File: config.mk
export PLATFORM = sky130hd
export DESIGN_NAME = clk_div_core_flat
export DESIGN_NICKNAME = d
export VERILOG_FILES = /design/src/rtl/clk_div_core_if.sv /design/src/rtl/clk_div_core.sv /design/src/flat_wrapper.sv
export SDC_FILE = /design/constraint.sdc
export NUM_CORES = 1
export LEC_CHECK = 0
export CORE_MARGIN = 4
export CORE_UTILIZATION = 59
export CTS_CLUSTER_DIAMETER = 40
export DETAILED_ROUTE_END_ITERATION = 6
export PLACE_DENSITY = 0.84
export SLEW_MARGIN = 20
export SYNTH_ARGS = -nofsm -noshare
export SYNTH_HDL_FRONTEND = slang
export SYNTH_SLANG_ARGS = --single-unit
File: constraint.sdc
create_clock -name ACLK -period 6.6 [get_ports ACLK]
set_input_delay 0.99 -clock ACLK [delete_from_list [all_inputs] [get_ports ACLK]]
set_output_delay 0.99 -clock ACLK [all_outputs]
set_load 0.02 [all_outputs]
File: src/rtl/clk_div_core_if.sv
// Configuration and status bundle for clk_div_core.
// Master drives the cfg_* requests; slave is the divider core.
interface clk_div_core_if #(
    parameter int unsigned DIV_WIDTH = 32
);
    logic                 cfg_enable;
    logic [DIV_WIDTH-1:0] cfg_divisor;
    logic [DIV_WIDTH-1:0] cfg_high;
    logic                 cfg_update;
    logic                 clk_out;
    logic                 clk_en_pulse;
    logic [31:0]          period_cnt;
    logic                 cfg_busy;
    logic                 cfg_err;

    modport master (
        output cfg_enable, cfg_divisor, cfg_high, cfg_update,
        input  clk_out, clk_en_pulse, period_cnt, cfg_busy, cfg_err
    );

    modport slave (
        input  cfg_enable, cfg_divisor, cfg_high, cfg_update,
        output clk_out, clk_en_pulse, period_cnt, cfg_busy, cfg_err
    );
endinterface

File: src/rtl/clk_div_core.sv
// Programmable clock divider; new configs are applied only at a period wrap.
// Define CLK_DIV_PERIOD_COUNT_EN to build the completed-period counter.
module clk_div_core #(
    parameter int unsigned DIV_WIDTH  = 32,
    parameter int unsigned RESET_DIV  = 4,
    parameter int unsigned RESET_HIGH = 2
) (
    input  logic          ACLK,
    input  logic          ARESETN,
    clk_div_core_if.slave bus
);
    typedef enum logic [1:0] {IDLE, RUN, STOPPING} state_t;

    localparam logic [DIV_WIDTH-1:0] DIV_RST  = DIV_WIDTH'(RESET_DIV);
    localparam logic [DIV_WIDTH-1:0] HIGH_RST = DIV_WIDTH'(RESET_HIGH);

    state_t               state_q, state_d;
    logic [DIV_WIDTH-1:0] cnt_q, cnt_d;
    logic [DIV_WIDTH-1:0] div_q, div_d;
    logic [DIV_WIDTH-1:0] high_q, high_d;
    logic [DIV_WIDTH-1:0] pdiv_q, pdiv_d;
    logic [DIV_WIDTH-1:0] phigh_q, phigh_d;
    logic                 busy_q, busy_d;
    logic                 err_q, err_d;
    logic                 clk_q, clk_d;
    logic                 en_q, en_d;
    logic                 legal, wrap, run_d;

    assign legal = (bus.cfg_divisor >= DIV_WIDTH'(2))
                && (bus.cfg_high != '0)
                && (bus.cfg_high < bus.cfg_divisor);
    assign wrap  = (state_q != IDLE) && (cnt_q == div_q - DIV_WIDTH'(1));

    always_comb begin
        state_d = state_q;
        cnt_d   = cnt_q;
        div_d   = div_q;
        high_d  = high_q;
        pdiv_d  = pdiv_q;
        phigh_d = phigh_q;
        busy_d  = busy_q;
        err_d   = bus.cfg_update && !legal;

        // Pending config takes over at a wrap, or at once if we sit idle.
        if ((wrap || state_q == IDLE) && busy_q) begin
            div_d  = pdiv_q;
            high_d = phigh_q;
            busy_d = 1'b0;
        end

        if (bus.cfg_update && legal) begin
            if (state_q == IDLE) begin
                div_d  = bus.cfg_divisor;
                high_d = bus.cfg_high;
                busy_d = 1'b0;
            end else begin
                pdiv_d  = bus.cfg_divisor;
                phigh_d = bus.cfg_high;
                busy_d  = 1'b1;
            end
        end

        unique case (state_q)
            IDLE: begin
                cnt_d = '0;
                if (bus.cfg_enable) state_d = RUN;
            end
            RUN: begin
                cnt_d = wrap ? '0 : cnt_q + DIV_WIDTH'(1);
                if (!bus.cfg_enable) state_d = wrap ? IDLE : STOPPING;
            end
            STOPPING: begin
                cnt_d = wrap ? '0 : cnt_q + DIV_WIDTH'(1);
                if (bus.cfg_enable) state_d = RUN;
                else if (wrap)      state_d = IDLE;
            end
            default: begin
                state_d = IDLE;
                cnt_d   = '0;
            end
        endcase

        run_d = (state_d != IDLE);
        clk_d = run_d && (cnt_d < high_d);
        en_d  = run_d && (cnt_d == '0);
    end

    always_ff @(posedge ACLK or negedge ARESETN) begin
        if (!ARESETN) begin
            state_q <= IDLE;
            cnt_q   <= '0;
            div_q   <= DIV_RST;
            high_q  <= HIGH_RST;
            pdiv_q  <= '0;
            phigh_q <= '0;
            busy_q  <= 1'b0;
            err_q   <= 1'b0;
            clk_q   <= 1'b0;
            en_q    <= 1'b0;
        end else begin
            state_q <= state_d;
            cnt_q   <= cnt_d;
            div_q   <= div_d;
            high_q  <= high_d;
            pdiv_q  <= pdiv_d;
            phigh_q <= phigh_d;
            busy_q  <= busy_d;
            err_q   <= err_d;
            clk_q   <= clk_d;
            en_q    <= en_d;
        end
    end

`ifdef CLK_DIV_PERIOD_COUNT_EN
    logic [31:0] pcnt_q, pcnt_d;

    assign pcnt_d = pcnt_q + {31'd0, wrap};

    always_ff @(posedge ACLK or negedge ARESETN) begin
        if (!ARESETN) pcnt_q <= '0;
        else          pcnt_q <= pcnt_d;
    end

    assign bus.period_cnt = pcnt_q;
`else
    assign bus.period_cnt = '0;
`endif

    assign bus.clk_out      = clk_q;
    assign bus.clk_en_pulse = en_q;
    assign bus.cfg_busy     = busy_q;
    assign bus.cfg_err      = err_q;
endmodule

File: src/flat_wrapper.sv
// flat-port wrapper written by rule: the top's interface ports become plain ports
module clk_div_core_flat 
#(
    parameter int unsigned DIV_WIDTH  = 32,
    parameter int unsigned RESET_DIV  = 4,
    parameter int unsigned RESET_HIGH = 2
)
  (ACLK, ARESETN, bus_cfg_enable, bus_cfg_divisor, bus_cfg_high, bus_cfg_update, bus_clk_out, bus_clk_en_pulse, bus_period_cnt, bus_cfg_busy, bus_cfg_err);
  clk_div_core_if #(.DIV_WIDTH(DIV_WIDTH)) bus_i ();
  input  logic ACLK;
  input  logic ARESETN;
  input wire logic [$bits(bus_i.cfg_enable)-1:0] bus_cfg_enable;
  input wire logic [$bits(bus_i.cfg_divisor)-1:0] bus_cfg_divisor;
  input wire logic [$bits(bus_i.cfg_high)-1:0] bus_cfg_high;
  input wire logic [$bits(bus_i.cfg_update)-1:0] bus_cfg_update;
  output wire logic [$bits(bus_i.clk_out)-1:0] bus_clk_out;
  output wire logic [$bits(bus_i.clk_en_pulse)-1:0] bus_clk_en_pulse;
  output wire logic [$bits(bus_i.period_cnt)-1:0] bus_period_cnt;
  output wire logic [$bits(bus_i.cfg_busy)-1:0] bus_cfg_busy;
  output wire logic [$bits(bus_i.cfg_err)-1:0] bus_cfg_err;
  assign bus_i.cfg_enable = bus_cfg_enable;
  assign bus_i.cfg_divisor = bus_cfg_divisor;
  assign bus_i.cfg_high = bus_cfg_high;
  assign bus_i.cfg_update = bus_cfg_update;
  assign bus_clk_out = bus_i.clk_out;
  assign bus_clk_en_pulse = bus_i.clk_en_pulse;
  assign bus_period_cnt = bus_i.period_cnt;
  assign bus_cfg_busy = bus_i.cfg_busy;
  assign bus_cfg_err = bus_i.cfg_err;
  clk_div_core #(.DIV_WIDTH(DIV_WIDTH), .RESET_DIV(RESET_DIV), .RESET_HIGH(RESET_HIGH)) u_core (.ACLK(ACLK), .ARESETN(ARESETN), .bus(bus_i));
endmodule
==> results.md, run 1 <==
- Of the total synthesized cell area, the portion taken by AND, OR, NAND and NOR gates is 0.217.
- The maximum clock skew at final layout is 0.0101 ns.
- The kind of launch point of the worst setup path is a flip-flop.
- Across the whole layout, storage elements account for 0.00416 mm^2.
- Of all cell types, the one taking the most synthesized area is sky130_fd_sc_hd__dfrtp_1.
- The worst path needs 6.26 ns of the cycle, external delays included.
- The main combinational cell family by area after synthesis is simple AND/OR/NAND/NOR gates.
- The number of antenna diodes in the final layout is 0.
- The worst-case setup margin in the final layout is 0.344 ns.
- In the final timing run, aggregate negative setup slack is 0 ns.
- The setup slack of the most critical reg-to-reg path is 0.34 ns.
- The post-synthesis cell count is 1208.
- The count of nets left with antenna violations once routing finished came out at 0.
- Setup repair after global routing left no endpoint under its margin.
- The maximum number of pins on one net before global-route repair is 104.
- The number of library cell types mapped by synthesis is 72.
- Row generation in the floorplan step produced 50 rows.
- The maximum buffer depth of the clock tree is 2.
- Compared with the post-synthesis result, the final layout area differs by 13.1%.
- The fraction of the cycle the final worst path needs is 0.948.
- The clock input transition at the sequential cells of the worst setup and hold paths is 0.07 ns.
- The initial standard-cell utilization of the core is 0.605.
- The global-route total usage across every layer is 0.330.
- The most used flip-flop cell after synthesis is sky130_fd_sc_hd__dfrtp_1.
- For this run, design rule violations remaining after detail routing come to 1.
- For this design the ratio of total power to cell area is 410 mW/mm^2.
- Summed over all cells, the static leakage comes to 5.42 nW.
- Of the post-synthesis cell area, the dominant cell type holds 0.359.
- The checks that failed: design-rule violations.
- The worst hold path terminates at u_core.pdiv_q[8]$_DFFE_PN0P_.
- The average cell area after synthesis is 9.46 um^2.
- After synthesis the cells add up to 0.0114 mm^2.
- Once detailed placement completed, the half-perimeter wirelength came to 26.3 mm.
- In this run the clock root is driven by a sky130_fd_sc_hd__clkbuf_16.
- The post-route cell area is 0.0129 mm^2.
- The non-filler instance count after layout is 1525.
- The horizontal die dimension is 147 um.
- The area share of fa/ha/maj cells after synthesis is 0.0744.
- The total area inside the core boundary comes to 0.0189 mm^2.
- The final number of max-transition violations is 0.
- The number of hold-slack violations in the final timing report is 0.
- The number of placed instances, taps included, is 1490.
- Summing internal, switching and leakage power gives 5.30 mW.
- The H-tree depth reported by CTS is 4.
- The number of antenna violations at the first check in global routing came to 0.
- The tool flagged a number of max-cap violations equal to 0.
- The y dimension of the die is 147 um.
- The number of detailed-route iterations in the first pass is 7.
- The flow ran to the end, but the final reports show violations.
- The worst relative slew slack is 0.350.
- Yosys mapped a number of flops with a built-in enable equal to 0.
- At the worst endpoint, the arrival time is 6.61 ns.
- Counting flops and latches in the post-synthesis netlist gives 166.
- The maximum single-stage delay on the critical path is 0.57 ns.
- The number of clock buffers inserted by TritonCTS is 17.
- Summing all placed instances gives a cell area of 0.0123 mm^2.
- The worst hold path belongs to the class reg -> reg.
- The number of global-route vias before repair is 10000.
- For the pin with the worst max-slew slack, the measured transition is 0.975 ns.
- The die area is 0.0217 mm^2.
- Traced cell by cell, the critical path runs through inv_1 -> ha_1 -> or4b_4 -> nor4_4 -> buf_4 -> and4_1 -> mux2i_1 -> a31oi_1 -> o2111ai_1 -> o21a_2 -> buf_4 -> o211ai_2 -> and3_1 -> ha_1 -> a21o_1 -> a221oi_1 -> o211ai_1 -> a221oi_1 -> o311a_1 -> o211ai_1 -> o31ai_1.
- STA classifies the critical path endpoint as a flip-flop.
- Along the worst path, the maximum fanout reaches 17.
- For this run, the register share of the synthesized area comes to 0.364.
- TritonCTS built the clock tree.
- The number of ports placed on the die boundary is 104.
- Among all cell types in the netlist, the one instantiated most often is sky130_fd_sc_hd__dfrtp_1.
- Timing analysis after detailed placement gives a worst setup slack of 0.402 ns.
- Counting instances, the worst hold path has a depth of 1.
- The depth of the worst register-to-register path is 21.
- At the end of the flow, the number of nets in the layout was 1388.
- For this run, the number of Yosys warnings is 0.
- Across all layers, the routed design uses 10400 vias.
- The required arrival time at the worst endpoint is 6.95 ns.
- Counting every sink on the clock net gives 166.
- The parity-gate share of the synthesized area counting xor and xnor cells is 0.0544.
- The critical path's top delay family is compound AO/OA/AOI/OAI gates.
- The critical path contains buffers and inverters numbering 3 combined.
- The first global-routing pass estimated 55.8 mm of wire.
- The area occupied by multi-input gates is 0.00662 mm^2.
- The worst hold path begins at u_core.pdiv_q[8]$_DFFE_PN0P_.
- By area the synthesized netlist is led by sky130_fd_sc_hd__dfrtp_1, sky130_fd_sc_hd__ha_1, sky130_fd_sc_hd__mux2_2.
- Summed over all layers, the global routing overflow is 0.
- In the synthesized netlist, the cells that appear most often are sky130_fd_sc_hd__dfrtp_1, sky130_fd_sc_hd__nand4_1, sky130_fd_sc_hd__o211ai_1.
- Using the TritonRoute via totals, the vias-per-cell ratio works out to 6.83.
- The count of input and output buffers is 71.
- At the later pin of the worst-skew pair, clock insertion delay measures 0.44 ns.
- The fraction of final layout cells with drive strength greater than 1 is 0.148.
- Across the VDD grid, the largest voltage drop is 0.311 mV.
- The filler cell count is 1462.
- The placer's final routability congestion estimate is 1.03.
- Dividing the detail-routed wire length by the instance count gives 23.4 um.
- Wires add up to 35.7 mm.
- The largest individual stage delay along the critical path comes from the cell sky130_fd_sc_hd__o21a_2.
- The endpoint of the lowest-slack register-to-register path is u_core.bus.clk_out$_DFF_PN0_.
- Setup violations remaining at the end of the flow were counted as 0.
- The number of violations reported at the end of detailed-routing iteration 0 is 1402.
- The fraction of registers with async set/reset is 1.00.
- After synthesis, the share of cell area in mux cells is 0.0666.
- In this run the critical register-to-register path is launched from u_core.div_q[0]$_DFF_PN0_.
- The post-synthesis compound-gate area fraction came to 0.154.
- The highest attainable clock frequency is 160 MHz.
- The worst setup path is of the reg -> reg kind.
-- placed cells by master (no fill, tap or decap), drive strengths merged, types with 34 or more instances in the layout --
| cell | count |
|---|---|
| buf | 46 |
| ha | 68 |
| nand3 | 52 |
| o211ai | 102 |
| and3 | 40 |
| dfrtp | 164 |
| nor2 | 64 |
| clkdlybuf4s50 | 70 |
| nand2 | 61 |
| xnor2 | 42 |
| nor4 | 34 |
| inv | 51 |
| nand4 | 97 |
| mux2 | 64 |
-- what timing repair did --
action,CTS,global route
setup endpoints to repair,0,1
buffers inserted,0,3
hold buffers,0,0
resized for setup,0,0
-- per-layer routing --
| layer | global-route usage | part of all wire |
|---|---|---|
| met5 | 0 | 0 |
| met4 | 0.165 | 0.058 |
| met2 | 0.513 | 0.45 |
| met1 | 0.438 | 0.40 |
| met3 | 0.0697 | 0.096 |
-- power by group --
| group | internal, mW | switching (mW) | total (mW) | leakage, nW |
|---|---|---|---|---|
| clock network | 0.545 | 0.491 | 1.04 | 0.297 |
| registers | 1.43 | 0.367 | 1.80 | 2.07 |
| logic | 0.999 | 1.46 | 2.46 | 3.05 |
| total | 2.98 | 2.32 | 5.30 | 5.42 |
-- flip-flops by register name, summed over array words and instances, names as in the netlist, 2 cells and up --
signal          cells
u_core.cnt_q       32
u_core.phigh_q     32
u_core.div_q       32
u_core.pdiv_q      32
u_core.state_q      2
u_core.high_q      32
-- worst max path at each step --
stage               slack, ns                      start                            to  cells past startpoint
finish                   0.34  u_core.div_q[0]$_DFF_PN0_  u_core.bus.clk_out$_DFF_PN0_                     21
global route             0.06  u_core.div_q[0]$_DFF_PN0_  u_core.bus.clk_out$_DFF_PN0_                     21
CTS                      0.37  u_core.div_q[0]$_DFF_PN0_  u_core.bus.clk_out$_DFF_PN0_                     20
detailed placement       0.40  u_core.div_q[0]$_DFF_PN0_  u_core.bus.clk_out$_DFF_PN0_                     20
global placement         0.55  u_core.div_q[0]$_DFF_PN0_  u_core.bus.clk_out$_DFF_PN0_                     20
floorplan                1.19  u_core.div_q[0]$_DFF_PN0_  u_core.bus.clk_out$_DFF_PN0_                     21
-- cell type report --
| type | instances | area share |
|---|---|---|
| Clock buffer | 17 | 0.0329 |
| Clock inverter | 15 | 0.0138 |
| Inverter | 43 | 0.0125 |
| Multi-Input combinational cell | 908 | 0.512 |
| Sequential cell | 166 | 0.322 |
| Tap cell | 260 | 0.0252 |
| Timing Repair Buffer | 116 | 0.0822 |
-- stage by stage --
stage,util,hold slack [ns]
6_report,0.684,0.507
5_1_grt,0.684,0.521
4_1_cts,0.683,0.512
3_5_place_dp,0.651,0.496
3_3_place_gp,0.651,0.489
2_1_floorplan,-,0.473
-- kinds of logic (layout without fill, tap and decap cells) --
| group | Yosys count | count (layout) |
|---|---|---|
| simple gates | 446 | 446 |
| compound gates | 223 | 223 |
| flops | 166 | 166 |
| buf+inv | 165 | 191 |
| xor+xnor | 71 | 71 |
| fa+ha+maj | 68 | 68 |
| mux | 68 | 68 |
| other cells | 1 | 32 |
Power figures use the tool's default switching activity.
==> run 2, diff against run 1 <==
CTS_BUF_LIST = sky130_fd_sc_hd__clkbuf_4 sky130_fd_sc_hd__clkbuf_8 sky130_fd_sc_hd__clkbuf_16   (was unset)
REMOVE_ABC_BUFFERS = 1   (was unset)
SLEW_MARGIN = unset   (was 20)
==> run 2 against run 1 <==
  * Design area fell by 0.34%
  * Highest routed layer unchanged
  * The flow now finishes without violations
  * Clock power barely moved
  * Sequential power barely moved
  * Power barely moved
  * Sequential share of layout area rose by 0.11 points
  * Via count fell by 1.5%
  * Global-route usage fell by 1.5 points
  * First-iteration DRC count fell by 17%
  * Utilization fell by 0.23 points
  * Non-clock buffer count fell by 10
==> results.md, run 2 (synthesis results as in run 1) <==
- The required arrival time at the worst endpoint is 6.93 ns (was 6.95 ns).
- The final-layout setup total negative slack is 0 ns (unchanged).
- The post-DP HPWL is 25.0 mm (was 26.3 mm).
- The origin of the critical flop-to-flop path is u_core.div_q[0]$_DFF_PN0_ (unchanged).
- The layout-stage area growth over the synthesis result came to 12.8% (was 13.1%).
- The TritonCTS clock tree is yes (unchanged).
- The number of post-CTS setup repair buffers is 0 (unchanged).
- The number of antenna violations at the first check in global routing was 0 (unchanged).
- The count of input and output buffers was 71 (unchanged).
- The measured slew at the worst slew-check pin is 1.06 ns (was 0.975 ns).
- The global-route total usage across every layer is 0.315 (was 0.330).
- The final number of max-transition violations was 0 (unchanged).
- The floorplan row count was 50 (unchanged).
- The number of instances on the worst hold path is 2 (was 1).
- The peak fanout along the critical path came to 11 (was 17).
- Chain of cells forming the critical path: inv_1 -> ha_1 -> or4b_4 -> nor4_1 -> mux2i_1 -> o221ai_1 -> or4b_1 -> or4_4 -> o21ai_4 -> buf_4 -> nand4_1 -> and3_1 -> ha_1 -> a21o_1 -> a21o_1 -> a221oi_1 -> o211ai_1 -> a221oi_1 -> o311a_1 -> o211ai_1 -> o31ai_1 (was inv_1 -> ha_1 -> or4b_4 -> nor4_4 -> buf_4 -> and4_1 -> mux2i_1 -> a31oi_1 -> o2111ai_1 -> o21a_2 -> buf_4 -> o211ai_2 -> and3_1 -> ha_1 -> a21o_1 -> a221oi_1 -> o211ai_1 -> a221oi_1 -> o311a_1 -> o211ai_1 -> o31ai_1).
- The endpoint of the lowest-slack register-to-register path is u_core.bus.clk_out$_DFF_PN0_ (unchanged).
- The placement-stage cell area is 0.0123 mm^2 (about the same).
- The combined buffer and inverter count along the critical path came to 2 (was 3).
- The maximum number of pins on one net before global-route repair was 112 (was 104).
- The H-tree depth reported by CTS is 4 (unchanged).
- The antenna violation net count after detailed routing is 0 (unchanged).
- The final standard cell utilization of the core is 0.682 (was 0.684).
- The count of hold-fix buffers inserted at cts is 0 (unchanged).
- The post-route worst hold slack was 0.503 ns (was 0.507 ns).
- The total of max-cap violations is 0 (unchanged).
- The hold path endpoint is u_core.high_q[1]$_DFF_PN1_ (was u_core.pdiv_q[8]$_DFFE_PN0P_).
- The post-route cell area is 0.0129 mm^2 (about the same).
- The number of detailed-route iterations in the first pass was 5 (was 7).
- The setup slack of the most critical reg-to-reg path is 0.22 ns (was 0.34 ns).
- The kind of critical path was reg -> reg (unchanged).
- Unrepaired setup endpoints after global routing: false (unchanged).
- The origin of the worst min-delay path is u_core.high_q[1]$_DFF_PN1_ (was u_core.pdiv_q[8]$_DFFE_PN0P_).
- The number of ports placed on the die boundary is 104 (unchanged).
- The wire length of the first global-routing pass came to 54.0 mm (was 55.8 mm).
- The horizontal die dimension is 147 um (unchanged).
- The maximum buffer depth of the clock tree is 2 (unchanged).
- The clock root buffer master is sky130_fd_sc_hd__clkbuf_16 (unchanged).
- The clock input transition at the sequential cells of the worst setup and hold paths was 0.07 ns (about the same).
- The number of hold-slack violations in the final timing report was 0 (unchanged).
- The fraction of final layout cells with drive strength greater than 1 is 0.140 (was 0.148).
- The filler cell count is 1493 (was 1462).
- The wire length after detailed routing was 34.5 mm (was 35.7 mm).
- The worst relative slew slack is 0.296 (was 0.350).
- The fraction of the cycle the final worst path needs is 0.967 (was 0.948).
- The maximum clock skew at final layout was 0.0103 ns (was 0.0101 ns).
- The number of clock sinks seen by CTS is 166 (unchanged).
- The die area is 0.0217 mm^2 (unchanged).
- The area of the core is 0.0189 mm^2 (unchanged).
- The routed via count divided by cell count is 6.77 (was 6.83).
- The total vias in the final route is 10300 (was 10400).
- The initial standard-cell utilization of the core is 0.605 (unchanged).
- The kind of path behind the tightest hold check was reg -> reg (unchanged).
- The kind of launch point of the worst setup path is a flip-flop (unchanged).
- The final net count came to 1378 (was 1388).
- The depth of the worst register-to-register path is 21 (unchanged).
- The final-report setup violation count came to 0 (unchanged).
- The final routed DRC violation total is 0 (was 1).
- The number of violations reported at the end of detailed-routing iteration 0 was 1158 (was 1402).
- The overall overflow remaining after global route is 0 (unchanged).
- The commonest non-fill, non-tap cell in the layout was sky130_fd_sc_hd__dfrtp_1 (unchanged).
- The highest ir drop seen on vdd came to 0.276 mV (was 0.311 mV).
- The number of global-route vias before repair is 9646 (was 10000).
- The static leakage is 5.38 nW (was 5.42 nW).
- The shortest clock period the worst path allows after layout came to 6.38 ns (was 6.26 ns).
- The critical path's top delay family is simple AND/OR/NAND/NOR gates (was compound AO/OA/AOI/OAI gates).
- Result of the run: completed (was finished with violations).
- The placer's final routability congestion estimate is 0.926 (was 1.03).
- Commonest non-fill, non-tap cells in the layout: sky130_fd_sc_hd__dfrtp_1, sky130_fd_sc_hd__nand4_1, sky130_fd_sc_hd__o211ai_1, sky130_fd_sc_hd__clkdlybuf4s50_1, sky130_fd_sc_hd__ha_1 (unchanged).
- The number of clock buffers inserted by TritonCTS is 17 (unchanged).
- The category of the worst setup path capture point is a flip-flop (unchanged).
- The antenna diode count is 0 (unchanged).
- The highest attainable clock frequency is 157 MHz (was 160 MHz).
- The power density relative to cell area was 411 mW/mm^2 (was 410 mW/mm^2).
- The y dimension of the die is 147 um (unchanged).
- The maximum single-stage delay on the critical path is 0.55 ns (was 0.57 ns).
- The worst endpoint data arrival time is 6.71 ns (was 6.61 ns).
- The standard cell with the maximum stage delay on the critical path is sky130_fd_sc_hd__or4_4 (was sky130_fd_sc_hd__o21a_2).
- The insertion delay to the later sink of the worst-skew pair is 0.43 ns (was 0.44 ns).
- The average wire per standard cell is 22.8 um (was 23.4 um).
[run 2: changes by cell type in the layout (fill, tap and decap cells not counted), moves of 2 or more]
| cell | delta |
|---|---|
| sky130_fd_sc_hd__buf_4 | -12 |
| sky130_fd_sc_hd__clkbuf_4 | +3 |
| sky130_fd_sc_hd__clkbuf_8 | +3 |
| sky130_fd_sc_hd__inv_6 | -3 |
| sky130_fd_sc_hd__buf_12 | +2 |
| sky130_fd_sc_hd__clkinv_8 | -2 |
| sky130_fd_sc_hd__inv_8 | -2 |
[run 2: worst max-delay path by stage]
stage,startpoint,end,slack (ns),cells past startpoint
2_1_floorplan,bus_cfg_divisor[31],u_core.bus.clk_out$_DFF_PN0_,-0.69,18
3_3_place_gp,u_core.div_q[0]$_DFF_PN0_,u_core.bus.clk_out$_DFF_PN0_,0.55,22
3_5_place_dp,u_core.div_q[0]$_DFF_PN0_,u_core.bus.clk_out$_DFF_PN0_,0.46,20
4_1_cts,u_core.div_q[0]$_DFF_PN0_,u_core.bus.clk_out$_DFF_PN0_,0.24,21
5_1_grt,u_core.div_q[0]$_DFF_PN0_,u_core.bus.clk_out$_DFF_PN0_,0.006,21
6_report,u_core.div_q[0]$_DFF_PN0_,u_core.bus.clk_out$_DFF_PN0_,0.22,21
[run 2: metrics by stage]
step                      power, mW  cells  setup WS [ns]
after global placement         4.10   1483          0.550
final                          5.29   1514          0.219
after CTS                      5.22   1514          0.235
after global routing           5.57   1514        0.00600
after floorplan                3.29   1117         -0.695
after detailed placement       4.17   1483          0.462
[run 2: cell type report]
| class | instances | area (um^2) | share of cell area |
|---|---|---|---|
| Multi-Input combinational cell | 908 | 6630 | 0.514 |
| Sequential cell | 166 | 4160 | 0.323 |
| Timing Repair Buffer | 106 | 1010 | 0.0786 |
| Clock buffer | 23 | 489 | 0.0380 |
| Tap cell | 260 | 325 | 0.0252 |
| Inverter | 43 | 161 | 0.0125 |
| Clock inverter | 8 | 115 | 0.00893 |
[run 2: where the power goes]
group,switching (mW),leakage (nW),internal [mW]
combinational,1.44,3.01,0.984
sequential,0.403,2.07,1.43
clock,0.431,0.300,0.605
[run 2: worst reg2reg max path: stages (launching register included)]
cell and delay, ns:
sky130_fd_sc_hd__dfrtp_1 0.44, sky130_fd_sc_hd__inv_1 0.08, sky130_fd_sc_hd__ha_1 0.22, sky130_fd_sc_hd__or4b_4 0.54, sky130_fd_sc_hd__nor4_1 0.37, sky130_fd_sc_hd__mux2i_1 0.35, sky130_fd_sc_hd__o221ai_1 0.15, sky130_fd_sc_hd__or4b_1 0.49
sky130_fd_sc_hd__or4_4 0.55, sky130_fd_sc_hd__o21ai_4 0.24, sky130_fd_sc_hd__buf_4 0.23, sky130_fd_sc_hd__nand4_1 0.15, sky130_fd_sc_hd__and3_1 0.26, sky130_fd_sc_hd__ha_1 0.30, sky130_fd_sc_hd__a21o_1 0.17, sky130_fd_sc_hd__a21o_1 0.17
sky130_fd_sc_hd__a221oi_1 0.25, sky130_fd_sc_hd__o211ai_1 0.20, sky130_fd_sc_hd__a221oi_1 0.43, sky130_fd_sc_hd__o311a_1 0.28, sky130_fd_sc_hd__o211ai_1 0.10, sky130_fd_sc_hd__o31ai_1 0.29
[run 2: layer usage]
metal  GRT usage  vias up  part of all wire
li1            -     4566                 -
met1       0.449     5012              0.41
met2       0.481      609              0.45
met3      0.0706       68              0.11
met4      0.0979        0             0.026
met5           0        -                 0
[run 2: repair_timing]
action                                  4_1_cts  5_1_grt
resized for setup                             0        1
endpoints found under the setup margin        0        1
hold endpoints to repair                      0        0
==> run 3, diff against run 2 <==
CELL_PAD_IN_SITES_DETAIL_PLACEMENT = 0   (was unset)
CELL_PAD_IN_SITES_GLOBAL_PLACEMENT = 1   (was unset)
CORE_MARGIN = 2   (was 4)
CORE_UTILIZATION = 46   (was 59)
TNS_END_PERCENT = 5   (was unset)
==> run 3 against run 2 <==
  * Design area grew 0.78%
  * Sequential power shrank 2%
  * Clock skew grew 0.0048 ns
  * Routed wire length shrank 4.4%
  * Maximum frequency grew 1.1%
  * Utilization shrank 15 points
  * Clock power shrank 6%
  * Sequential cell count is the same
  * First-iteration DRC count shrank 30%
  * Cell count grew 4.5%
  * Hold slack lost 0.0059 ns
  * Non-clock buffer count grew 3
  * Critical endpoint unchanged
  * Largest power group unchanged
==> results.md, run 3 (synthesis results as in run 1) <==
- Result of the run: completed (unchanged).
- The length of routed wiring on met1 is 15.4 mm (was 14.1 mm).
- The wire length after detailed routing was 33.0 mm (was 34.5 mm).
- The sequential cell fraction of total power was 0.346 (was 0.347).
- The met2 wire length came to 15.2 mm (was 15.6 mm).
- The filler cell count is 2240 (was 1493).
- The clock root buffer master is sky130_fd_sc_hd__clkbuf_16 (unchanged).
- The average wire per standard cell is 20.9 um (was 22.8 um).
- The top routing layer in use is met4 (unchanged).
- The layout-stage area growth over the synthesis result came to 13.6% (was 12.8%).
- The hold path endpoint is u_core.high_q[1]$_DFF_PN1_ (unchanged).
- The TritonCTS clock tree was yes (unchanged).
- The origin of the critical flop-to-flop path is u_core.div_q[0]$_DFF_PN0_ (unchanged).
- The depth of the worst register-to-register path is 22 (was 21).
- The count of hold-fix buffers inserted at cts was 0 (unchanged).
- The number of global-route vias before repair is 9343 (was 9646).
- The antenna violation net count after detailed routing was 0 (unchanged).
- The static leakage is 5.38 nW (about the same).
- The global-route total usage across every layer is 0.258 (was 0.315).
- The worst relative slew slack is 0.300 (was 0.296).
- The post-route total power is 5.18 mW (was 5.29 mW).
- The measured slew at the worst slew-check pin was 1.04 ns (was 1.06 ns).
- The maximum number of pins on one net before global-route repair is 106 (was 112).
- The number of antenna violations at the first check in global routing was 0 (unchanged).
- The count of input and output buffers is 71 (unchanged).
- The H-tree depth reported by CTS was 4 (unchanged).
- The power density relative to cell area was 399 mW/mm^2 (was 411 mW/mm^2).
- Commonest non-fill, non-tap cells in the layout: sky130_fd_sc_hd__dfrtp_1, sky130_fd_sc_hd__nand4_1, sky130_fd_sc_hd__o211ai_1, sky130_fd_sc_hd__clkdlybuf4s50_1, sky130_fd_sc_hd__ha_1 (unchanged).
- The maximum single-stage delay on the critical path is 0.54 ns (was 0.55 ns).
- The area of the core was 0.0244 mm^2 (was 0.0189 mm^2).
- The placement-stage cell area is 0.0124 mm^2 (was 0.0123 mm^2).
- The category of the worst setup path capture point is a flip-flop (unchanged).
- The area taken by flip-flops and latches is 0.00416 mm^2 (unchanged).
- The shortest clock period the worst path allows after layout came to 6.31 ns (was 6.38 ns).
- The instance count on the critical path is 22 (was 21).
- The final routed DRC violation total came to 0 (unchanged).
- The placer's final routability congestion estimate is 0.940 (was 0.926).
- The kind of critical path is reg -> reg (unchanged).
- The post-route cell area was 0.0130 mm^2 (was 0.0129 mm^2).
- The peak fanout along the critical path was 23 (was 11).
- The y dimension of the die came to 162 um (was 147 um).
- The final number of max-transition violations is 0 (unchanged).
- The switching power share of the total came to 0.425 (was 0.429).
- Chain of cells forming the critical path: inv_1 -> ha_1 -> or4b_4 -> nor4_2 -> mux2i_2 -> o221ai_1 -> or4b_1 -> or4_4 -> o21a_4 -> buf_4 -> o211ai_2 -> and3_1 -> ha_1 -> a21oi_1 -> nor2b_1 -> o21ai_0 -> a21oi_1 -> o21a_1 -> o21ai_0 -> o311a_1 -> o211ai_1 -> o31ai_1 (was inv_1 -> ha_1 -> or4b_4 -> nor4_1 -> mux2i_1 -> o221ai_1 -> or4b_1 -> or4_4 -> o21ai_4 -> buf_4 -> nand4_1 -> and3_1 -> ha_1 -> a21o_1 -> a21o_1 -> a221oi_1 -> o211ai_1 -> a221oi_1 -> o311a_1 -> o211ai_1 -> o31ai_1).
- The maximum buffer depth of the clock tree is 2 (unchanged).
- The final standard cell utilization of the core is 0.532 (was 0.682).
- The highest attainable clock frequency is 158 MHz (was 157 MHz).
- The number of violations reported at the end of detailed-routing iteration 0 is 811 (was 1158).
- The fraction of the cycle the final worst path needs is 0.956 (was 0.967).
- The number of instances on the worst hold path is 2 (unchanged).
- The switching power was 2.20 mW (was 2.27 mW).
- The worst endpoint data arrival time was 6.65 ns (was 6.71 ns).
- The initial standard-cell utilization of the core is 0.469 (was 0.605).
- The standard cell with the maximum stage delay on the critical path was sky130_fd_sc_hd__or4b_4 (was sky130_fd_sc_hd__or4_4).
- The kind of launch point of the worst setup path is a flip-flop (unchanged).
- The number of ports placed on the die boundary is 104 (unchanged).
- The total vias in the final route is 9696 (was 10300).
- The clock input transition at the sequential cells of the worst setup and hold paths is 0.06 ns (was 0.07 ns).
- The post-DP HPWL came to 24.3 mm (was 25.0 mm).
- The total length of routed met3 wires is 1.86 mm (was 3.87 mm).
- The wire length of the first global-routing pass is 52.9 mm (was 54.0 mm).
- The maximum clock skew at final layout came to 0.0151 ns (was 0.0103 ns).
- The post-route worst hold slack is 0.497 ns (was 0.503 ns).
- The total internal power was 2.98 mW (was 3.02 mW).
- Unrepaired setup endpoints after global routing: false (unchanged).
- The horizontal die dimension came to 162 um (was 147 um).
- The commonest non-fill, non-tap cell in the layout is sky130_fd_sc_hd__dfrtp_1 (unchanged).
- The final net count is 1381 (was 1378).
- The insertion delay to the later sink of the worst-skew pair was 0.44 ns (was 0.43 ns).
- The final-report setup violation count is 0 (unchanged).
- The combined buffer and inverter count along the critical path came to 2 (unchanged).
- The total of max-cap violations is 0 (unchanged).
- The setup slack of the most critical reg-to-reg path is 0.29 ns (was 0.22 ns).
- The kind of path behind the tightest hold check is reg -> reg (unchanged).
- The antenna diode count was 0 (unchanged).
- The fraction of final layout cells with drive strength greater than 1 came to 0.148 (was 0.140).
- The floorplan row count was 57 (was 50).
- The area occupied by multi-input gates is 0.00666 mm^2 (was 0.00663 mm^2).
- The highest ir drop seen on vdd was 0.233 mV (was 0.276 mV).
- The routed via count divided by cell count is 6.13 (was 6.77).
- The required arrival time at the worst endpoint was 6.94 ns (was 6.93 ns).
- The number of clock sinks seen by CTS is 166 (unchanged).
- The number of clock buffers inserted by TritonCTS is 17 (unchanged).
- The overall overflow remaining after global route is 0 (unchanged).
- The combinational share of power was 0.465 (was 0.458).
- The number of hold-slack violations in the final timing report is 0 (unchanged).
- The endpoint of the lowest-slack register-to-register path is u_core.bus.clk_out$_DFF_PN0_ (unchanged).
- The critical path's top delay family is compound AO/OA/AOI/OAI gates (was simple AND/OR/NAND/NOR gates).
- The die area is 0.0261 mm^2 (was 0.0217 mm^2).
- The number of detailed-route iterations in the first pass was 5 (unchanged).
- The part of the power in the clock network came to 0.189 (was 0.196).
- The origin of the worst min-delay path is u_core.high_q[1]$_DFF_PN1_ (unchanged).
==> run 3: power by group through the flow <==
stage               clock, mW  sequential (mW)  combinational, mW
finish                  0.980             1.79               2.41
global route             1.04             1.84               2.63
CTS                     0.995             1.78               2.36
detailed placement          0             1.80               2.34
global placement            0             1.79               2.30
floorplan                   0             1.72               1.57
==> run 3: through the flow <==
stage / instances / worst slack, ns / setup TNS, ns
after CTS: 1580 / 0.145 / 0
after floorplan: 1117 / -0.695 / -0.695
after detailed placement: 1548 / 0.227 / 0
after global placement: 1548 / 0.251 / 0
final: 1582 / 0.289 / 0
after global routing: 1582 / 0.00823 / 0
==> run 3: worst max path at each step <==
stage,start,endpoint,slack [ns]
after CTS,u_core.div_q[0]$_DFF_PN0_,u_core.bus.clk_out$_DFF_PN0_,0.14
final,u_core.div_q[0]$_DFF_PN0_,u_core.bus.clk_out$_DFF_PN0_,0.29
after global placement,u_core.div_q[0]$_DFF_PN0_,u_core.bus.clk_out$_DFF_PN0_,0.25
after global routing,u_core.div_q[0]$_DFF_PN0_,u_core.bus.clk_out$_DFF_PN0_,0.008
after floorplan,bus_cfg_divisor[31],u_core.bus.clk_out$_DFF_PN0_,-0.69
after detailed placement,u_core.div_q[0]$_DFF_PN0_,u_core.bus.clk_out$_DFF_PN0_,0.23
==> run 3: what timing repair did <==
| item | CTS | global route |
|---|---|---|
| buffers inserted | 0 | 2 |
| endpoints found under the setup margin | 0 | 1 |
| gates resized for setup | 0 | 9 |
| hold endpoints to repair | 0 | 0 |
==> run 3: cell type report <==
type	count	area share
Tap cell	324	0.0312
Multi-Input combinational cell	908	0.513
Clock buffer	21	0.0356
Sequential cell	166	0.320
Timing Repair Buffer	109	0.0800
Clock inverter	11	0.00790
Inverter	43	0.0124
==> run 3: per-layer routing <==
layer | global-route usage | vias up
met2 | 0.406 | 281
met3 | 0.0462 | 28
met5 | 0 | -
met4 | 0.0628 | 0
li1 | - | 4572
met1 | 0.369 | 4815
==> run 3: worst min-delay path, cell delays in order (launching register included) <==
cell and delay, ns:
sky130_fd_sc_hd__dfstp_2 0.37, sky130_fd_sc_hd__o211ai_2 0.05, sky130_fd_sc_hd__nand3_1 0.07
